**src/rtl/gcd_job_sequencer.sv**
```systemverilog
// gcd_job_sequencer: buffers operand pairs, issues them one at a time to the
// GCD core, and presents tagged results downstream. Jobs with a zero operand
// are resolved here and never reach the core.
//
// state | meaning
// IDLE  | waiting for a poppable head entry with no result pending
// ISSUE | core_ld_o pulse cycle; operands already on core_a_o/core_b_o
// WAIT  | job in flight; waiting for core_done_i
module gcd_job_sequencer #(
    parameter int W     = 16,
    parameter int DEPTH = 4,
    parameter int TAGW  = 4
) (
    input  logic            clk,
    input  logic            resetn,
    input  logic            in_valid_i,
    output logic            in_ready_o,
    input  logic [W-1:0]    in_a_i,
    input  logic [W-1:0]    in_b_i,
    output logic            core_ld_o,
    output logic [W-1:0]    core_a_o,
    output logic [W-1:0]    core_b_o,
    input  logic            core_ready_i,
    input  logic            core_done_i,
    input  logic [W-1:0]    core_result_i,
    output logic            res_valid_o,
    input  logic            res_ready_i,
    output logic [W-1:0]    res_data_o,
    output logic [TAGW-1:0] res_tag_o,
    output logic [15:0]     jobs_done_o
);

    localparam int AW = $clog2(DEPTH);

    typedef enum logic [1:0] {
        IDLE  = 2'd0,
        ISSUE = 2'd1,
        WAIT  = 2'd2
    } state_t;

    state_t state;

    logic [W-1:0]    fifo_a   [DEPTH];
    logic [W-1:0]    fifo_b   [DEPTH];
    logic [TAGW-1:0] fifo_tag [DEPTH];

    // Extra MSB on the pointers distinguishes full from empty.
    logic [AW:0]     wr_ptr;
    logic [AW:0]     rd_ptr;
    logic [TAGW-1:0] tag_cnt;
    logic [TAGW-1:0] cur_tag;

    logic            full;
    logic            empty;
    logic            push;
    logic            pop_ok;
    logic            pop;
    logic            head_zero;
    logic [W-1:0]    head_a;
    logic [W-1:0]    head_b;
    logic [TAGW-1:0] head_tag;

    assign full  = (wr_ptr[AW] != rd_ptr[AW]) && (wr_ptr[AW-1:0] == rd_ptr[AW-1:0]);
    assign empty = (wr_ptr == rd_ptr);

    assign in_ready_o = !full;
    assign push       = in_valid_i && !full;

    assign head_a    = fifo_a[rd_ptr[AW-1:0]];
    assign head_b    = fifo_b[rd_ptr[AW-1:0]];
    assign head_tag  = fifo_tag[rd_ptr[AW-1:0]];
    assign head_zero = (head_a == '0) || (head_b == '0);

    // A pop needs an idle sequencer and a free result register; core jobs
    // additionally need the core to be ready, bypass jobs do not.
    assign pop_ok = (state == IDLE) && !empty && !res_valid_o;
    assign pop    = pop_ok && (head_zero || core_ready_i);

    // FIFO storage; validity is tracked by the pointers alone.
    always_ff @(posedge clk) begin
        if (push) begin
            fifo_a[wr_ptr[AW-1:0]]   <= in_a_i;
            fifo_b[wr_ptr[AW-1:0]]   <= in_b_i;
            fifo_tag[wr_ptr[AW-1:0]] <= tag_cnt;
        end
    end

    // FIFO pointers and push-order tag counter.
    always_ff @(posedge clk or negedge resetn) begin
        if (!resetn) begin
            wr_ptr  <= '0;
            rd_ptr  <= '0;
            tag_cnt <= '0;
        end else begin
            if (push) begin
                wr_ptr  <= wr_ptr + (AW+1)'(1);
                tag_cnt <= tag_cnt + TAGW'(1);
            end
            if (pop) begin
                rd_ptr <= rd_ptr + (AW+1)'(1);
            end
        end
    end

    // Job sequencing FSM with registered core and result outputs.
    always_ff @(posedge clk or negedge resetn) begin
        if (!resetn) begin
            state       <= IDLE;
            core_ld_o   <= 1'b0;
            core_a_o    <= '0;
            core_b_o    <= '0;
            cur_tag     <= '0;
            res_valid_o <= 1'b0;
            res_data_o  <= '0;
            res_tag_o   <= '0;
            jobs_done_o <= '0;
        end else begin
            // Result handshake; no set below can coincide because every set
            // path requires res_valid_o to be low.
            if (res_valid_o && res_ready_i) begin
                res_valid_o <= 1'b0;
                jobs_done_o <= jobs_done_o + 16'd1;
            end

            case (state)
                IDLE: begin
                    core_ld_o <= 1'b0;
                    if (pop_ok) begin
                        if (head_zero) begin
                            res_data_o  <= head_a | head_b;
                            res_tag_o   <= head_tag;
                            res_valid_o <= 1'b1;
                        end else if (core_ready_i) begin
                            core_a_o  <= head_a;
                            core_b_o  <= head_b;
                            cur_tag   <= head_tag;
                            core_ld_o <= 1'b1;
                            state     <= ISSUE;
                        end
                    end
                end
                ISSUE: begin
                    core_ld_o <= 1'b0;
                    state     <= WAIT;
                end
                WAIT: begin
                    if (core_done_i) begin
                        res_data_o  <= core_result_i;
                        res_tag_o   <= cur_tag;
                        res_valid_o <= 1'b1;
                        state       <= IDLE;
                    end
                end
                default: begin
                    core_ld_o <= 1'b0;
                    state     <= IDLE;
                end
            endcase
        end
    end

endmodule

```
**config.mk**
```make
export PLATFORM = sky130hd
export DESIGN_NAME = gcd_job_sequencer
export DESIGN_NICKNAME = d
export VERILOG_FILES = /design/src/rtl/gcd_job_sequencer.sv
export SDC_FILE = /design/constraint.sdc
export NUM_CORES = 1
export LEC_CHECK = 0
export CAP_MARGIN = 0
export CORE_ASPECT_RATIO = 1.75
export CORE_MARGIN = 4
export CORE_UTILIZATION = 53
export CTS_CLUSTER_DIAMETER = 40
export DETAILED_ROUTE_END_ITERATION = 8
export PLACE_DENSITY = 0.79
export SLEW_MARGIN = 20
export SYNTH_ARGS = -nofsm -noshare
export SYNTH_HDL_FRONTEND = slang
export SYNTH_SLANG_ARGS = --single-unit
```
**constraint.sdc**
```tcl
create_clock -name clk -period 5.45 [get_ports clk]
set_input_delay 0.545 -clock clk [delete_from_list [all_inputs] [get_ports clk]]
set_output_delay 0.545 -clock clk [all_outputs]
set_load 0.02 [all_outputs]
```
==> results.yml <==
synth:
  synthesis.nets: 521
  synth_area_leaders: "edfxtp_1 49%, dfrtp_1 24%, mux4_2 9.2%"
  yosysUniqueCellTypes: 32
  ys.flop_type: "edfxtp_1"
  ys_warn_count: 0
  synth-async-reset-ratio: 0.374
  synth-seq-cells: 230
  synth_top_cell_area_share: 0.488
  yosysMostFrequentCell: "edfxtp_1"
  yosys.area.top_type: "edfxtp_1"
  synth_commonest_cells: "144 x edfxtp_1, 86 x dfrtp_1, 36 x mux4_2"
  syn_avg_cell_area_um2: 19.2
  ys_seq_area_frac: 0.731
  synth_edf_count: 144
  netlist_area_um2: 8850
  netlist_instances: 460
detailed_routing:
  drc: 0
  drtIter0Drc: 336
  route.final.wire_length_mm: 19.9
  drtAntennaViolNets: 0
  vias: 4861
  drtPass1Iterations: 4
  viasPerCell: 5.80
  wl_per_cell_um: 23.7
layout:
  layout-drive-gt1-share: 0.166
  finish.utilization: 0.669
  areaGrowthSynthToFinish_pct: 24.2
  antenna_cells: 0
  nets: 660
  final.fill_count: 1125
setup_path:
  rrSetupSlack_ps: 1700
  reg2reg_to: "core_b_o[8]$_DFFE_PN0P_"
  critical_path_required_ps: 5820
  start_kind: "flip-flop"
  cp.arrival_ps: 4120
  endpoint_kind: "flip-flop"
  slowest_delay_ps: 630
  crit_path_start: "rd_ptr[1]$_DFFE_PN0P_"
  r2r-start: "rd_ptr[1]$_DFFE_PN0P_"
  setup.worst_path.class: "flip-flop to flip-flop"
  rr_worst_depth: 7
  path_max_fanout: 30
  path_cells: "buf_4 -> mux4_2 -> nor4_1 -> nand4_1 -> nand4_1 -> buf_4 -> mux2_2"
  crit_end: "core_b_o[8]$_DFFE_PN0P_"
  cpMaxStageDelayCell: "dfrtp_1"
cts:
  ctsResizeCount: 0
  cts_max_path_buffers: 3
  cts_setup_buffers: 0
  cts_made_buffers: 22
  path_clk_slew_ps: 70
  ctsHoldBuffers: 0
  clk_latency_ps: 500
  clock-sinks: 230
  h-tree-depth: 1
  cts_tree: "done"
  cts_root_buf: "clkbuf_16"
run_status:
  status: "finished clean"
sta:
  finalSetupViolCount: 0
  setup_tns_ps: 0
  hold_viol: 0
  finalMaxSlewViolations: 0
  rsz0062_at_grt: "false"
  period_needed_ps: 3750
  max_freq_ghz: 0.267
  finClkSkew_ps: 17.7
  max_slew_margin: 0.270
  worstMarginPinSlew_ps: 1100
  fin_crit_sh: 0.688
  setup_slack_ps: 1700
global_route:
  grt_pass1_wl_mm: 30.3
  grt_max_degree: 52
  grt_pass1_vias: 5208
  antenna_found_initial: 0
  grt_usage: 0.214
  overflow: 0
floorplanning:
  core_um2: 16400
  start_util: 0.538
  io_pins: 125
  die_w_um: 106
  dieArea_um2: 18900
  row_count: 62
  die_h_um: 179
worst_hold_path:
  min-delay-path-class: "input pin to async pin"
power_and_ir_drop:
  powerDensity_nw_per_um2: 583
  ir_worst_vdd_mv: 0.390
  cellLeakagePower_uw: 0.00404
  total_power_uw: 6410
placed_design:
  numPortBuffers: 124
  dp_slack_ps: 1840
  gp_congestion: 0.810
  dp_hpwl_mm: 13.9
flow_run:
  max_cap_violations: 0
## critical path: cells and delay by family, from the launching register on
| kind | cells | cell delay, ps |
|---|---|---|
| buf+inv | 2 | 940 |
| mux | 2 | 800 |
| flops | 1 | 630 |
| simple gates | 3 | 1210 |
## cells in the final DEF, fill, tap and decap left out, types with 3 or more instances in the layout
cell type        netlist  routed
edfxtp_1             144     144
clkdlybuf4s50_1        0     123
dfrtp_1               86      85
mux4_2                36      36
clkbuf_16              0      23
mux2_2                22      22
mux2_1                18      18
xnor2_1               17      17
o21a_1                16      16
a221o_1               16      16
nand2_1               11      11
buf_4                  2      10
nor4_1                 9       9
xor2_1                 8       8
nand3_1                8       8
nor2_1                 7       7
ha_1                   7       7
inv_1                  6       6
nand4_1                6       6
clkbuf_1               4       6
and3_1                 5       4
a22o_1                 4       4
a21o_1                 4       4
clkinv_1               0       3
## state kept, by name, summed over array words and instances (netlist names)
name,count
rd_ptr,3
fifo_tag,16
jobs_done_o,16
res_data_o,16
wr_ptr,3
state,2
res_valid_o,1
res_tag_o,4
cur_tag,4
tag_cnt,4
fifo_a,64
core_b_o,16
fifo_b,64
core_ld_o,1
core_a_o,16
## cell type report
| class | count | area (um^2) | area share |
|---|---|---|---|
| Clock inverter | 9 | 57.6 | 0.00523 |
| Clock buffer | 30 | 612 | 0.0556 |
| Inverter | 6 | 22.5 | 0.00205 |
| Tap cell | 224 | 280 | 0.0255 |
| Sequential cell | 230 | 6480 | 0.589 |
| Multi-Input combinational cell | 205 | 2230 | 0.202 |
| Timing Repair Buffer | 134 | 1330 | 0.121 |
## through the flow
stage          instances  hold slack, ps  area, um^2
2_1_floorplan        460             249        8850
5_1_grt              838            34.0       11000
3_3_place_gp         799             467       10300
4_1_cts              838            9.63       11000
3_5_place_dp         799             462       10300
6_report             838            4.43       11000
## cell families (layout without fill, tap and decap cells)
| kind of cell | count (synthesis) | after routing | share of synthesized area |
|---|---|---|---|
| simple gates | 53 | 53 | 0.0318 |
| fa+ha+maj | 7 | 7 | 0.00989 |
| flops | 230 | 230 | 0.731 |
| xor+xnor | 25 | 25 | 0.0247 |
| buf+inv | 25 | 179 | 0.0174 |
| compound gates | 44 | 44 | 0.0424 |
| mux | 76 | 76 | 0.142 |
## worst min-delay path by stage
stage	startpoint	to	slack [ps]
finish	resetn	tag_cnt[2]$_DFFE_PN0P_	4
global route	resetn	res_tag_o[1]$_DFFE_PN0P_	30
CTS	resetn	res_tag_o[1]$_DFFE_PN0P_	10
detailed placement	jobs_done_o[15]$_DFFE_PN0P_	jobs_done_o[15]$_DFFE_PN0P_	460
global placement	jobs_done_o[15]$_DFFE_PN0P_	jobs_done_o[15]$_DFFE_PN0P_	470
floorplan	resetn	core_a_o[0]$_DFFE_PN0P_	250
## layer usage
metal / global-route usage / wire (um)
met1: 0.259 / 7200
met2: 0.383 / 10700
met3: 0.0317 / 1110
met4: 0.0951 / 879
met5: 0 / 0
## where the power goes
part	internal [uW]	switching (uW)	total, uW
registers	2440	335	2770
logic	1060	1160	2230
clock network	793	622	1420
total	4290	2120	6410
Power figures use the tool's default switching activity.
